==> src/rtl/wdt_controller_mips.sv <==
// rtl/wdt_controller_mips.sv - watchdog timer that pulses the MIPS core reset on expiry
// Counts down from the wdt_set period, restarts on kick, fires a fixed-width reset pulse then re-arms.
module wdt_controller_mips #(
  parameter int          CNT_WIDTH          = 32,
  parameter int          RESET_PULSE_CYCLES = 4,
  parameter int unsigned DEFAULT_PERIOD     = 0,
  parameter int          TO_CNT_WIDTH       = 8
) (
  input  logic                    i_clk,
  input  logic                    i_reset,
  input  logic                    i_period_w_en,
  input  logic [CNT_WIDTH-1:0]    i_period,
  input  logic                    i_kick,
  input  logic                    i_timeout_clr,
  output logic                    o_cpu_reset,
  output logic                    o_timeout,
  output logic [TO_CNT_WIDTH-1:0] o_timeout_cnt,
  output logic [CNT_WIDTH-1:0]    o_count,
  output logic [1:0]              o_state
);

  localparam int PW = (RESET_PULSE_CYCLES > 1) ? $clog2(RESET_PULSE_CYCLES) : 1;
  localparam logic [PW-1:0]        PULSE_LAST  = PW'(RESET_PULSE_CYCLES - 1);
  localparam logic [CNT_WIDTH-1:0] DEF_PERIOD  = CNT_WIDTH'(DEFAULT_PERIOD);

  typedef enum logic [1:0] {
    S_DISABLED = 2'b00,
    S_COUNTING = 2'b01,
    S_FIRING   = 2'b10,
    S_INVALID  = 2'b11
  } state_t;

  localparam state_t RESET_STATE = (DEFAULT_PERIOD == 0) ? S_DISABLED : S_COUNTING;

  state_t                  state, state_n;
  logic [CNT_WIDTH-1:0]    period_reg, period_n;
  logic [CNT_WIDTH-1:0]    count_n;
  logic [PW-1:0]           pulse, pulse_n;
  logic                    cpu_reset_n, timeout_n, expiry;
  logic [TO_CNT_WIDTH-1:0] to_cnt_n;

  always_ff @(posedge i_clk) begin
    if (i_reset) begin
      state         <= RESET_STATE;
      period_reg    <= DEF_PERIOD;
      o_count       <= DEF_PERIOD;
      pulse         <= '0;
      o_cpu_reset   <= 1'b0;
      o_timeout     <= 1'b0;
      o_timeout_cnt <= '0;
    end else begin
      state         <= state_n;
      period_reg    <= period_n;
      o_count       <= count_n;
      pulse         <= pulse_n;
      o_cpu_reset   <= cpu_reset_n;
      o_timeout     <= timeout_n;
      o_timeout_cnt <= to_cnt_n;
    end
  end

  always_comb begin
    state_n     = state;
    period_n    = period_reg;
    count_n     = o_count;
    pulse_n     = pulse;
    cpu_reset_n = o_cpu_reset;
    timeout_n   = i_timeout_clr ? 1'b0 : o_timeout;
    to_cnt_n    = o_timeout_cnt;
    expiry      = 1'b0;

    case (state)
      S_DISABLED: begin
        count_n = '0;
        if (i_period_w_en) begin
          period_n = i_period;
          if (i_period != '0) begin
            count_n = i_period;
            state_n = S_COUNTING;
          end
        end
      end
      S_COUNTING: begin
        if (i_period_w_en) begin
          period_n = i_period;
          count_n  = i_period;
          if (i_period == '0) state_n = S_DISABLED;
        end else if (i_kick) begin
          count_n = period_reg;
        end else if (o_count == '0) begin
          expiry = 1'b1;
        end else begin
          count_n = o_count - CNT_WIDTH'(1);
        end
      end
      S_FIRING: begin
        count_n = '0;
        if (pulse == '0) begin
          cpu_reset_n = 1'b0;
          count_n     = period_reg;
          state_n     = S_COUNTING;
        end else begin
          pulse_n = pulse - PW'(1);
        end
      end
      default: begin
        state_n     = S_DISABLED;
        cpu_reset_n = 1'b0;
        count_n     = '0;
      end
    endcase

    // Expiry outranks a coincident flag clear.
    if (expiry) begin
      state_n     = S_FIRING;
      cpu_reset_n = 1'b1;
      pulse_n     = PULSE_LAST;
      timeout_n   = 1'b1;
      if (o_timeout_cnt != '1) to_cnt_n = o_timeout_cnt + TO_CNT_WIDTH'(1);
    end
  end

  assign o_state = state;

endmodule

==> config.mk <==
export PLATFORM = sky130hd
export DESIGN_NAME = wdt_controller_mips
export DESIGN_NICKNAME = d
export VERILOG_FILES = /design/src/rtl/wdt_controller_mips.sv
export SDC_FILE = /design/constraint.sdc
export NUM_CORES = 1
export LEC_CHECK = 0
export CORE_ASPECT_RATIO = 1.1
export CORE_MARGIN = 2
export CORE_UTILIZATION = 56
export DETAILED_ROUTE_END_ITERATION = 6
export GPL_TIMING_DRIVEN = 0
export PLACE_DENSITY = 0.86
export SLEW_MARGIN = 30
export SYNTH_ARGS = -nofsm -noshare
export SYNTH_HDL_FRONTEND = slang
export SYNTH_SLANG_ARGS = --single-unit
==> constraint.sdc <==
create_clock -name i_clk -period 7.56 [get_ports i_clk]
set_clock_uncertainty 0.1 [all_clocks]
set_input_delay 0.756 -clock i_clk [delete_from_list [all_inputs] [get_ports i_clk]]
set_output_delay 0.756 -clock i_clk [all_outputs]
set_load 0.03 [all_outputs]
==> reports/results.ini <==
[status]
status=complete, no violations

[detailed_routing]
drc=0
vias=4652
drt-initial-drc-count=599
wl_per_cell_um=20.61
first_pass_iters=7
drtAntennaViolNets=0
drt_wl_total_mm=14.30
post_drt_via_cell_ratio=6.703

[synth]
synth_compound_area_share_pct=22.87
synth_nets=554
synth_edf_count=0
ys_ff_latch=78
synth_xor_area_share_pct=6.448
yosysSeqAreaShare_pct=38.32
synth-simple-area-share_pct=25.76
ys_types=56
synth.area.mux_share_pct=1.535
syn_area_per_cell_sq_um=7.928
ys_warn_count=0
synth_async_sr_flop_share_pct=0
synth_fa_ha_area_share_pct=0.9211
synth_area_sq_um=4075
synth_top_family_by_area=simple AND/OR/NAND/NOR gates
synthCells=514
ys.flop_type=dfxtp_1

[sta]
fmax_ghz=0.2990
hold_viol_final=0
worst_hold_slack_ns=0.3601
max-slew-margin-rel_pct=26.21
tightest_slew_ns=1.097
slew_violations=0
setup_violations=0
tns_ns=0
period_minus_slack_ns=3.344
rsz0062_at_grt=false
period_share_pct=44.24

[final_layout]
nets=644
drive_above_1_share_pct=5.255
area_growth_pct=28.58
diodes=0

[critical_path]
slowest_delay_ns=0.61
r2r_cells=7
cp-end-kind=register
start_kind=input pin
cp.required_ns=7.75
cp_cell_sequence=clkdlybuf4s50_1 -> nand2b_1 -> clkbuf_1 -> nor2_1 -> o21a_1 -> a21o_1 -> clkbuf_1 -> nand2_1 -> a21oi_1
critPathMaxFanout=10
r2r_end=o_count[11]$_SDFFE_PP0P_
crit-reg2reg-launch=o_count[8]$_SDFFE_PP0P_
arrival_ns=3.54
reg2reg_slack_ns=4.30
critPathKind=in -> reg
crit_top_cell=clkbuf_1
crit_slowest_cell=clkdlybuf4s50_1

[global_route]
antenna_found_initial=0
grt_usage_pct=36.06
grt_pass1_wl_mm=22.20
grt_pass1_vias=4406
grt_max_degree=14
grt_overflow=0

[power]
irDropWorstVdd_mv=0.1349
pwr-share-comb_pct=22.3
power.density_nw_per_um2=208.4
leakage_uw=0.001868
sequentialPowerShare_pct=41.7
p_clk_share_pct=36.0
switching_power_uw=335.9
cell_internal_pwr_uw=755.9
p_sw_share_pct=30.76

[cts]
clock_latency_ns=0.36
post_cts.repair.setup_buffers=0
cts.hold.buffers_added=0
htreeDepth=3
cts_resized=0
cts_made_buffers=9
cts_root_buffer=clkbuf_8
clockBufferDepth=2
path_clk_slew_ns=0.08
cts.sinks=78
cts_tree=built

[die]
die_y_um=93.47
fp.dieW_um=85.34
die-area_sq_um=7976
std_cell_rows=32
start_util_pct=57.83
core-area_sq_um=7047
pin_count=81

[placed_design]
numPortBuffers=79
gp_congestion=1.013
hpwl_mm=9.851

[flow_run]
max-cap-violations=0

[worst_hold_path]
hold_path_depth=2
min_from=period_reg[7]$_SDFFE_PP0P_
hp-class=reg -> reg
hold-path-endpoint=period_reg[7]$_SDFFE_PP0P_

[worst max-delay path: cells and delay by family]
kind,cells,cell delay (ns)
AND/OR/NAND/NOR,3,0.56
AO/OA/AOI/OAI,3,0.90
buffers and inverters,3,1.31
[power groups by stage]
stage	clock network [uW]	registers (uW)	logic [uW]
after floorplan	0	481	121
after global placement	0	463	227
after detailed placement	0	464	233
after CTS	391	454	236
after global routing	408	458	256
final	393	455	243
[cell usage after synthesis, types with 2 or more instances]
cell,number,area (sq um)
a211oi_1,2,15.01
a21o_1,6,45.04
a21oi_1,60,300.3
a221oi_1,4,35.03
a222oi_1,10,100.1
a22oi_1,18,135.1
a2bb2oi_1,2,17.52
a31oi_1,7,43.79
and2_1,2,12.51
buf_2,3,15.01
clkbuf_1,28,105.1
dfxtp_1,78,1562
ha_1,3,37.54
inv_1,8,30.03
mux2_2,2,22.52
mux2i_1,4,40.04
nand2_1,91,341.6
nand2b_1,5,31.28
nand3_1,8,40.04
nand4_1,8,50.05
nand4b_1,3,26.28
nor2_1,38,142.6
nor3_1,14,70.07
nor3b_1,3,22.52
nor4_1,19,118.9
o2111ai_1,5,43.79
o21a_1,3,22.52
o21ai_0,17,85.08
or3_1,7,43.79
or4_4,2,22.52
xnor2_1,14,122.6
xor2_1,16,140.1
[final cells by class]
| class | instances | area (sq um) |
|---|---|---|
| repair buffers | 79 | 790.8 |
| well taps | 85 | 106.4 |
| flip-flops and latches | 78 | 1562 |
| plain buffers | 33 | 135.1 |
| multi-input cells | 394 | 2365 |
| inverters | 9 | 33.78 |
| fillers | 548 | 1807 |
| clock buffers | 11 | 141.4 |
| clock inverters | 5 | 106.4 |
[cells by family after synthesis]
family / count (synthesis)
xor+xnor: 30
simple gates: 212
buf+inv: 42
compound gates: 143
fa+ha+maj: 3
flops: 78
mux: 6
[routing by layer]
metal  track usage (%)  routed length, um  vias to the layer above
met5                 0                  0                        -
met4             22.49                798                        0
met3             7.767               1586                       72
met2             57.16               6448                      320
met1             44.35               5470                     2193
li1                  -                  -                     2067
[cell usage in the layout (no fill, tap or decap), types with 3 or more instances in the layout]
| cell type | n |
|---|---|
| nor3b_1 | 3 |
| ha_1 | 3 |
| clkbuf_8 | 10 |
| nand3_1 | 8 |
| buf_2 | 3 |
| nor3_1 | 13 |
| clkdlybuf4s50_1 | 79 |
| a221oi_1 | 4 |
| nand2b_1 | 5 |
| xor2_1 | 16 |
| mux2i_1 | 4 |
| nand4b_1 | 3 |
| o21a_1 | 3 |
| clkbuf_1 | 29 |
| nand2_1 | 91 |
| a222oi_1 | 10 |
| nand4_1 | 8 |
| o21ai_0 | 17 |
| a22oi_1 | 18 |
| inv_1 | 8 |
| nor2_1 | 38 |
| a21o_1 | 6 |
| o2111ai_1 | 5 |
| xnor2_1 | 14 |
| nor4_1 | 18 |
| a21oi_1 | 60 |
| or3_1 | 7 |
| a31oi_1 | 7 |
| dfxtp_1 | 78 |
| bufinv_16 | 3 |
[worst max-delay path by stage]
stage,from,to,slack [ns],cells past startpoint
after floorplan,i_kick,o_timeout_cnt[4]$_SDFFE_PP0P_,4.54,8
after global placement,i_period_w_en,o_timeout_cnt[7]$_SDFFE_PP0P_,3.43,7
after detailed placement,i_period_w_en,o_count[12]$_SDFFE_PP0P_,3.99,9
after CTS,i_period_w_en,o_count[12]$_SDFFE_PP0P_,4.33,9
after global routing,i_period_w_en,o_count[19]$_SDFFE_PP0P_,4.10,9
final,i_period_w_en,o_count[12]$_SDFFE_PP0P_,4.22,9
[metrics by stage]
stage	power (uW)	std cells	setup WS, ns	cell area, sq um	utilization (%)
5_1_grt	1122	694	4.105	5240	74.36
3_3_place_gp	690.1	678	3.435	4972	70.56
4_1_cts	1082	694	4.331	5240	74.36
2_1_floorplan	601.4	514	4.539	4075	-
3_5_place_dp	697.1	678	3.987	4992	70.85
6_report	1092	694	4.216	5240	74.36
Note: power is estimated with default switching activity, not from simulation.
